--- config.mk ---
export PLATFORM = sky130hd
export DESIGN_NAME = game_ctrl_fsm
export DESIGN_NICKNAME = d
export VERILOG_FILES = /design/src/rtl/game_ctrl_pkg.sv /design/src/rtl/game_ctrl_fsm_btn_edge.sv /design/src/rtl/game_ctrl_fsm.sv
export SDC_FILE = /design/constraint.sdc
export NUM_CORES = 1
export LEC_CHECK = 0
export BUFFER_PORTS_ARGS = -buffer_cell sky130_fd_sc_hd__buf_2
export CORE_ASPECT_RATIO = 2
export CORE_MARGIN = 10
export CORE_UTILIZATION = 49
export DETAILED_ROUTE_END_ITERATION = 6
export PLACE_DENSITY = 0.71
export SYNTH_ARGS = -nofsm -noshare
export SYNTH_HDL_FRONTEND = slang
export SYNTH_HIERARCHICAL = 1
export SYNTH_SLANG_ARGS = --single-unit
--- constraint.sdc ---
create_clock -name clka -period 1.6 [get_ports clka]
set_input_delay 0.08 -clock clka [delete_from_list [all_inputs] [get_ports clka]]
set_output_delay 0.08 -clock clka [all_outputs]
set_load 0.02 [all_outputs]
--- src/rtl/game_ctrl_pkg.sv ---
`default_nettype none
// ============================================================================
// Module   : game_ctrl_pkg
// Brief    : Shared state codes, flag width and state type for the Sudoku
//            game-flow controller, its datapath and the display decoder.
// Revision : 1.0 - initial release
// ============================================================================
package game_ctrl_pkg;

   localparam int FLAG_W = 8;

   typedef logic [2:0] state_t;

   localparam state_t ST_IDLE      = 3'd0;
   localparam state_t ST_SET_BOARD = 3'd1;
   localparam state_t ST_SET_DIFF  = 3'd2;
   localparam state_t ST_PLAY      = 3'd3;
   localparam state_t ST_CHECKING  = 3'd4;
   localparam state_t ST_WIN       = 3'd5;
   localparam state_t ST_TRY_AGAIN = 3'd6;
   localparam state_t ST_LOSE      = 3'd7;

   // One-hot phase flag for a state code: bit index equals the code.
   function automatic logic [FLAG_W-1:0] state_flag(input state_t s);
      state_flag    = '0;
      state_flag[s] = 1'b1;
   endfunction

endpackage
`default_nettype wire

--- src/rtl/game_ctrl_fsm_btn_edge.sv ---
`default_nettype none
// ============================================================================
// Module   : btn_edge
// Brief    : Rising-edge detector for a synchronous button level. A level
//            held high yields exactly one single-cycle pulse.
// Revision : 1.0 - initial release
// ============================================================================
module btn_edge (
   input  logic clka,
   input  logic restart_n,
   input  logic level,
   output logic pulse
);

   logic level_q;
   logic armed_q;

   // Previous level, plus an arm bit so a button already held while reset is
   // released is seen as "already high" rather than as a fresh press.
   always_ff @(posedge clka or negedge restart_n) begin
      if (!restart_n) begin
         level_q <= 1'b0;
         armed_q <= 1'b0;
      end else begin
         level_q <= level;
         armed_q <= 1'b1;
      end
   end

   assign pulse = level & ~level_q & armed_q;

endmodule
`default_nettype wire

--- src/rtl/game_ctrl_fsm.sv ---
`default_nettype none
// ============================================================================
// Module   : game_ctrl_fsm
// Brief    : Sudoku top-level game-flow controller: board/difficulty setup,
//            play, datapath check handshake with timeout, limited attempts.
//            All outputs are registered (Moore).
// Revision : 1.0 - initial release
// ============================================================================
module game_ctrl_fsm
   import game_ctrl_pkg::*;
#(
   parameter  int MAX_TRIES   = 3,
   parameter  int DIFF_LEVELS = 4,
   parameter  int CHK_TIMEOUT = 255,
   localparam int DW          = (DIFF_LEVELS > 2) ? $clog2(DIFF_LEVELS) : 1,
   localparam int TW          = (MAX_TRIES > 1) ? $clog2(MAX_TRIES + 1) : 1
) (
   input  logic              clka,
   input  logic              restart_n,
   input  logic              restart,
   input  logic              enter,
   input  logic              check,
   input  logic              diff_up,
   input  logic              chk_done,
   input  logic              solved,
   output logic              chk_req,
   output logic [FLAG_W-1:0] flags,
   output logic [2:0]        state,
   output logic [DW-1:0]     difficulty,
   output logic [TW-1:0]     tries_left,
   output logic              chk_timeout
);

   localparam int            TMW        = (CHK_TIMEOUT > 1) ? $clog2(CHK_TIMEOUT + 1) : 1;
   localparam logic [TW-1:0] TRIES_INIT = TW'(MAX_TRIES);
   localparam logic [DW-1:0] DIFF_LAST  = DW'(DIFF_LEVELS - 1);
   localparam logic [TMW-1:0] TIMEOUT_AT = TMW'(CHK_TIMEOUT);

   logic enter_p;
   logic check_p;
   logic diff_up_p;

   state_t             state_q,  state_d;
   logic [FLAG_W-1:0]  flags_q;
   logic               chk_req_q;
   logic [DW-1:0]      diff_q,   diff_d;
   logic [TW-1:0]      tries_q,  tries_d;
   logic [TMW-1:0]     timer_q,  timer_d;
   logic               tmo_q,    tmo_d;
   logic               timer_hit;

   btn_edge u_enter_edge (
      .clka      (clka),
      .restart_n (restart_n),
      .level     (enter),
      .pulse     (enter_p)
   );

   btn_edge u_check_edge (
      .clka      (clka),
      .restart_n (restart_n),
      .level     (check),
      .pulse     (check_p)
   );

   btn_edge u_diff_edge (
      .clka      (clka),
      .restart_n (restart_n),
      .level     (diff_up),
      .pulse     (diff_up_p)
   );

   assign timer_hit = (timer_q == TIMEOUT_AT);

   // Next-state function with attempts, difficulty, timer and timeout flag.
   // The timer is zero everywhere except while staying in CHECKING, so entry
   // to CHECKING always starts the count from zero.
   always_comb begin
      state_d = state_q;
      tries_d = tries_q;
      diff_d  = diff_q;
      tmo_d   = tmo_q;
      timer_d = '0;
      if (restart) begin
         state_d = ST_IDLE;
         tries_d = TRIES_INIT;
         tmo_d   = 1'b0;
      end else begin
         case (state_q)
            ST_IDLE: begin
               if (enter_p) state_d = ST_SET_BOARD;
            end
            ST_SET_BOARD: begin
               if (enter_p) state_d = ST_SET_DIFF;
            end
            ST_SET_DIFF: begin
               // enter takes precedence over a simultaneous diff_up
               if (enter_p) begin
                  state_d = ST_PLAY;
                  tries_d = TRIES_INIT;
               end else if (diff_up_p) begin
                  diff_d = (diff_q == DIFF_LAST) ? '0 : diff_q + DW'(1);
               end
            end
            ST_PLAY: begin
               if (check_p) begin
                  state_d = ST_CHECKING;
                  tmo_d   = 1'b0;
               end
            end
            ST_CHECKING: begin
               timer_d = timer_q + TMW'(1);
               if (chk_done && solved) begin
                  state_d = ST_WIN;
                  timer_d = '0;
               end else if (chk_done || timer_hit) begin
                  // a completion in the timeout cycle is a normal verdict
                  timer_d = '0;
                  tmo_d   = ~chk_done;
                  if (MAX_TRIES == 0) begin
                     state_d = ST_TRY_AGAIN;
                  end else if (tries_q <= TW'(1)) begin
                     state_d = ST_LOSE;
                     tries_d = '0;
                  end else begin
                     state_d = ST_TRY_AGAIN;
                     tries_d = tries_q - TW'(1);
                  end
               end
            end
            ST_WIN, ST_LOSE: begin
               if (enter_p) begin
                  state_d = ST_IDLE;
                  tmo_d   = 1'b0;
               end
            end
            ST_TRY_AGAIN: begin
               if (enter_p) state_d = ST_PLAY;
            end
            default: begin
               state_d = ST_IDLE;
               tmo_d   = 1'b0;
            end
         endcase
      end
   end

   // State, output flags and counters; outputs decode from the next state.
   always_ff @(posedge clka or negedge restart_n) begin
      if (!restart_n) begin
         state_q   <= ST_IDLE;
         flags_q   <= state_flag(ST_IDLE);
         chk_req_q <= 1'b0;
         diff_q    <= '0;
         tries_q   <= TRIES_INIT;
         timer_q   <= '0;
         tmo_q     <= 1'b0;
      end else begin
         state_q   <= state_d;
         flags_q   <= state_flag(state_d);
         chk_req_q <= (state_d == ST_CHECKING);
         diff_q    <= diff_d;
         tries_q   <= tries_d;
         timer_q   <= timer_d;
         tmo_q     <= tmo_d;
      end
   end

   assign state       = state_q;
   assign flags       = flags_q;
   assign chk_req     = chk_req_q;
   assign difficulty  = diff_q;
   assign tries_left  = tries_q;
   assign chk_timeout = tmo_q;

endmodule
`default_nettype wire

# [After elaboration in Yosys (flattened, before gate mapping)]
# Cells that the tools add are included.
[word_totals] register_bits=29 latch_bits=0 ram_bits=0 romBits=0 in_bits=8 output_inout_bits=17 wordCells=84 n_memories=0
[op_classes] addsub=3 mul=0 div_mod_pow=0 magnitude_cmp=3 eq_ne=15 shift=0 muxes=29 n_bitwise=12 n_reduce_logical=11
[op_table] cell="2-to-1 mux 8 bit" n=4
[op_table] cell="2-to-1 mux 3 bit" n=8
[op_table] cell="case mux 3 bit (6 select lines)" n=1
[op_table] cell="equality test 3 bit (second input constant)" n=5
[op_table] cell="inequality test 3 bit (second input constant)" n=5
[op_table] cell="2-to-1 mux 2 bit" n=6
[op_table] cell="adder 8 x 1 -> 8 bit (second input constant)" n=1
[op_table] cell="equality test 8 bit (second input constant)" n=1
[op_table] cell="AND reduction 4 bit" n=2
[op_table] cell="2-to-1 mux 1 bit" n=7
[op_table] cell="AND 1 bit" n=6
[op_table] cell="equality test 3 x 2 -> 1 bit (second input constant)" n=2
[op_table] cell="inverter 1 bit" n=6
[op_table] cell="AND reduction 5 bit" n=1
[op_table] cell="less-than comparator 3 x 4 -> 1 bit (second input constant)" n=1
[op_table] cell="case mux 2 bit (2 select lines)" n=1
[op_table] cell="nonzero test 4 bit" n=1
[op_table] cell="OR reduction 2 bit" n=2
[op_table] cell="demux 1 bit (select 3 bit)" n=1
[op_table] cell="equality test 3 x 1 -> 1 bit (second input constant)" n=1
[op_table] cell=">= comparator 3 x 1 -> 1 bit (second input constant)" n=1
[op_table] cell="logical NOT 3 bit" n=1
[op_table] cell="case mux 1 bit (3 select lines)" n=1
[op_table] cell="nonzero test 3 bit" n=1
[op_table] cell="other kinds (6)" n=7

# [Depth between registers and ports, before layout]
[depth] word_depth=10 depth_mapped=7 depth_no_buf=6

# [By module]
# Netlist, hierarchy kept.
[by_module_without_submodules] module="game_ctrl_fsm" n_inst=1 cells_per_inst=116 area_per_inst_um2=1224.9 seq_area_each_um2=629.4
[by_module_without_submodules] module="btn_edge" n_inst=3 cells_per_inst=4 area_per_inst_um2=62.6 seq_area_each_um2=50.0

# [Worst setup path after synthesis]
# OpenSTA, ideal clock, no wires.
[synth_path] kind="register to register" startpoint="register state_q[0], in the netlist state[0]" endpoint="register timer_q[4]" setup_time_ps=69 arrival_time_ps=1554 path_slack_ps=-23 path_stages_with_launch=6 path_buffers=2 synth_period_minus_slack_ps=1623 path_cell_list="dfrtp_1 or3b_1 buf_2 or3_1 buf_6 nor2_2"
[synth_via] elab_chain_len=3
[synth_rtl] item="start, declared" line="game_ctrl_fsm.sv:43" rtl="state_t state_q, state_d;"
[synth_rtl] item="start signal, assigned" line="game_ctrl_fsm.sv:159" rtl="state_q <= state_d;"
[synth_rtl] item="equality test 3 bit" line="game_ctrl_fsm.sv:89" rtl="case (state_q)"
[synth_rtl] item="2-to-1 mux 8 bit" line="game_ctrl_fsm.sv:89"
[synth_rtl] item="2-to-1 mux 8 bit" line="game_ctrl_fsm.sv:84" rtl="if (restart) begin"
[synth_rtl] item="via timer_d[4]" line="game_ctrl_fsm.sv:48" rtl="logic [TMW-1:0] timer_q, timer_d;"
[synth_rtl] item="end signal, assigned" line="game_ctrl_fsm.sv:164" rtl="timer_q <= timer_d;"
[synth_rtl] item="end, declared" line="game_ctrl_fsm.sv:48"
# The timed path passes the listed nets, and every way through them passes these cells.
# A chain may end at the register's enable or synchronous reset.

# [Final worst setup path]
[layout_path] startpoint="register u_enter_edge.level_q" endpoint="register flags_q[5], in the netlist flags[5]"
[layout_via] elab_chain_len=10 elab_cells_between_ends=14 cone_classes="order compare: 2; mux: 8; bitwise: 3; reduce/logical: 1"
[layout_rtl] item="start, declared" line="game_ctrl_fsm_btn_edge.sv:15" rtl="logic level_q;"
[layout_rtl] item="start signal, assigned" line="game_ctrl_fsm_btn_edge.sv:25" rtl="level_q <= level;"
[layout_rtl] item="inverter 1 bit *" line="game_ctrl_fsm_btn_edge.sv:30" rtl="assign pulse = level & ~level_q & armed_q;"
[layout_rtl] item="AND 1 bit * (2 in series)" line="game_ctrl_fsm_btn_edge.sv:30"
[layout_rtl] item="via enter_p" line="game_ctrl_fsm.sv:39" rtl="logic enter_p;"
[layout_rtl] item="2-to-1 mux 3 bit (on tied branches)"
[layout_rtl] item="case mux 3 bit (6 select lines) *" line="game_ctrl_fsm.sv:89"
[layout_rtl] item="2-to-1 mux 3 bit *" line="game_ctrl_fsm.sv:84"
[layout_rtl] item="via state_d[0]" line="game_ctrl_fsm.sv:43"
[layout_rtl] item="less-than comparator 3 x 4 -> 1 bit (implied by the code) or >= comparator 3 x 1 -> 1 bit (tied branches)" line="game_ctrl_pkg.sv:26" rtl="state_flag[s] = 1'b1;"
[layout_rtl] item="logical AND 1 bit (implied by the code)" line="game_ctrl_pkg.sv:26"
[layout_rtl] item="2-to-1 mux 1 bit (implied by the code)" line="game_ctrl_pkg.sv:26"
[layout_rtl] item="demux 1 bit (select 3 bit) *" line="game_ctrl_pkg.sv:26"
[layout_rtl] item="end signal, assigned" line="game_ctrl_fsm.sv:152" rtl="flags_q <= state_flag(ST_IDLE);"
[layout_rtl] item="end signal, assigned" line="game_ctrl_fsm.sv:160" rtl="flags_q <= state_flag(state_d);"
[layout_rtl] item="end, declared" line="game_ctrl_fsm.sv:44" rtl="logic [FLAG_W-1:0] flags_q;"
# The timed path passes the listed nets; every way through them passes the cells marked *.

==> flow_summary.yaml <==
route:
  vias: 1124
  wl_mm: 3.375
  first_pass_iters: 6
  wl_met2_mm: 2.004
  vias_per_cell: 5.483
  met3WireLength_um: 188
  drt-initial-drc-count: 44
  wl_met1_mm: 1.111
  ant_nets: 0
  wire_per_inst_um: 16.46
  drcViolationCount: 0
  routed.top_layer: "met4"
sta:
  fmax_mhz: 603.9
  final_hold_viol_count: 0
  finClkSkew_ns: 0.005466
  slew_violations: 0
  tightest_slew_ns: 0.6786
  finalSetupViolCount: 2
  period_share: 1.035
  fin_crit_ns: 1.656
  setup_ws_ns: -0.05594
  relSlewSlack: 0.5476
  rsz0062_at_grt: "true"
yosys:
  syn_nets: 138
  yosysSeqAreaShare: 0.5518
  synth_top_cell_by_area: "dfrtp_1"
  synth_seq_cells: 31
  yosys-top-cells-count: "28 x dfrtp_1, 11 x nor2_1, 8 x nor2_2"
  synth.most_common_cell: "dfrtp_1"
  synth_cell_types: 46
  synth_cells: 128
  synth.cell_area_um2: 1413
  synthArstFlopShare: 1.000
  yosys-top-cells-area: "dfrtp_1 50%, dfstp_2 5.6%, nor2_2 3.5%"
  yosysWarnings: 6
  synth_flop_cell: "dfrtp_1"
  synth_edf_count: 0
  syn_area_per_cell_um2: 11.04
  synth_top_area_frac: 0.4960
floorplanning:
  rows: 27
  initial_core_util: 0.5099
  die-width_um: 57.97
  dieArea_um2: 5561
  core_um2: 2770
  die_h_um: 95.93
  io_pins: 25
clocking:
  clk-insertion-delay-late_ns: 0.29
  cts_tree: "done"
  clkTransAtPathRegs_ns: 0.06
  cts_buffers: 5
  root_buffer: "clkbuf_8"
  h-tree-depth: 2
  cts.sinks: 31
  clk_path_buf_depth: 2
global_routing:
  overflow: 0
  first_global_vias: 1181
  grt_pass1_wl_mm: 5.471
  grt_use_total: 0.1277
  grt_max_degree: 32
  antenna_found_initial: 0
placement:
  hpwl_mm: 2.394
  port_buffers: 24
  place_congestion: 0.8476
  dpl_cell_area_um2: 1668
  dp.cells: 192
run:
  drv_cap: 0
final_layout:
  drive_gt1_frac: 0.4659
  area_growth_pct: 36.58
  seq_area_um2: 783.3
  n_antenna_cell: 0
  fin_cells: 205
  fin_area_um2: 1929
  fillers: 214
  fin_nets: 185
  multi_input_area_um2: 670.6
worst_setup_path:
  crit_type: "register to register"
  cp_max_fo: 4
  arrival_ns: 1.84
  start_kind: "register"
  crit_required_ns: 1.78
  end_kind: "register"
power_and_ir_drop:
  ir_drop_uv: 622.3
  powerDensity_nw_per_um2: 884.1
  p_leak_nw: 0.9171
outcome:
  outcome: "finished with violations"
  violations: "negative setup slack"
worst_hold_path:
  hp-class: "input port to register"
## worst paths after layout
check / startpoint / to / slack, ns / cells after the start
worst max-delay path: u_enter_edge/level_q / flags[5] / -0.06 / 6
worst min-delay path: solved / timer_q[2] / 0.11 / 4
worst max register to register: u_enter_edge/level_q / flags[5] / -0.06 / 6
worst min register to register: difficulty[1] / difficulty[1] / 0.53 / 1
max in group asynchronous: restart_n / state[1] / 0.75 / 2
min in group asynchronous: restart_n / timer_q[0] / 0.36 / 2
## power breakdown
group	internal, mW	switching [mW]	leakage, nW	total [mW]
clock network	0.503	0.286	0.0612	0.789
logic	0.0441	0.0690	0.453	0.113
registers	0.799	0.00475	0.403	0.804
total	1.35	0.359	0.917	1.71
## worst max-delay path: stages (launching register included)
cell and delay [ns]:
dfrtp_1 0.35, and3b_2 0.26, mux2i_1 0.08, or2_1 0.26
a32oi_4 0.31, inv_2 0.10, and3_4 0.19
## state kept, by name, indices dropped and copies added, names as in the netlist, 2 cells and up
signal	count
difficulty	2
tries_left	2
state	3
timer_q	8
flags	8
## cells by family after synthesis
kind of cell,count (synthesis),share of synthesized area
buffers and inverters,10,0.03631
and+or+nand+nor,51,0.2046
adders and majority gates,2,0.01771
xor gates and xnor gates,6,0.03721
DFF,31,0.5518
muxes,2,0.01506
AOI/OAI and AO/OA,23,0.1293
other,3,0.007971
## cells in the final DEF (no fill, tap or decap), types with 3 or more instances in the layout
master,instances
nor2_2,9
xnor2_1,3
dlygate4sd3_1,4
nand2_1,6
and3b_1,3
xor2_1,3
clkbuf_8,6
buf_4,17
buf_2,24
dfrtp_2,3
dfstp_2,3
dfrtp_1,25
and3_1,3
conb_1,3
nor2_1,10
## routing by layer
metal,up-vias,track usage
li1,532,-
met1,562,0.1047
met2,25,0.2518
met3,5,0.04354
met4,0,0.06496
met5,-,0
## stage by stage
stage	hold WS, ns	setup TNS, ns	power, mW	utilization	setup WS, ns
after floorplan	-0.2156	-0.03920	0.8601	-	-0.006969
after global placement	0.1449	0	0.9061	0.6021	0.01954
after detailed placement	0.1541	-0.1401	0.9088	0.6021	-0.04862
after CTS	0.1140	-0.04415	1.714	0.6685	-0.03244
after global routing	0.1483	-0.3520	1.763	0.6965	-0.09524
final	0.1087	-0.06604	1.706	0.6965	-0.05594
## area by class of cell
cell class	instances	area share
inverters	3	0.005837
clock inverters	2	0.01816
well taps	29	0.01881
multi-input cells	87	0.3476
clock buffers	6	0.04280
flip-flops and latches	31	0.4060
repair buffers	47	0.1608
## repair_timing
item | in CTS | in global routing
endpoints found under the setup margin | 5 | 16
endpoints found under the hold margin | 31 | 0
hold buffers | 4 | 0
pin swaps | 3 | 5
cloned | 0 | 0
buffers inserted | 1 | 0
resized for setup | 6 | 14
Power figures use the tool's default switching activity.
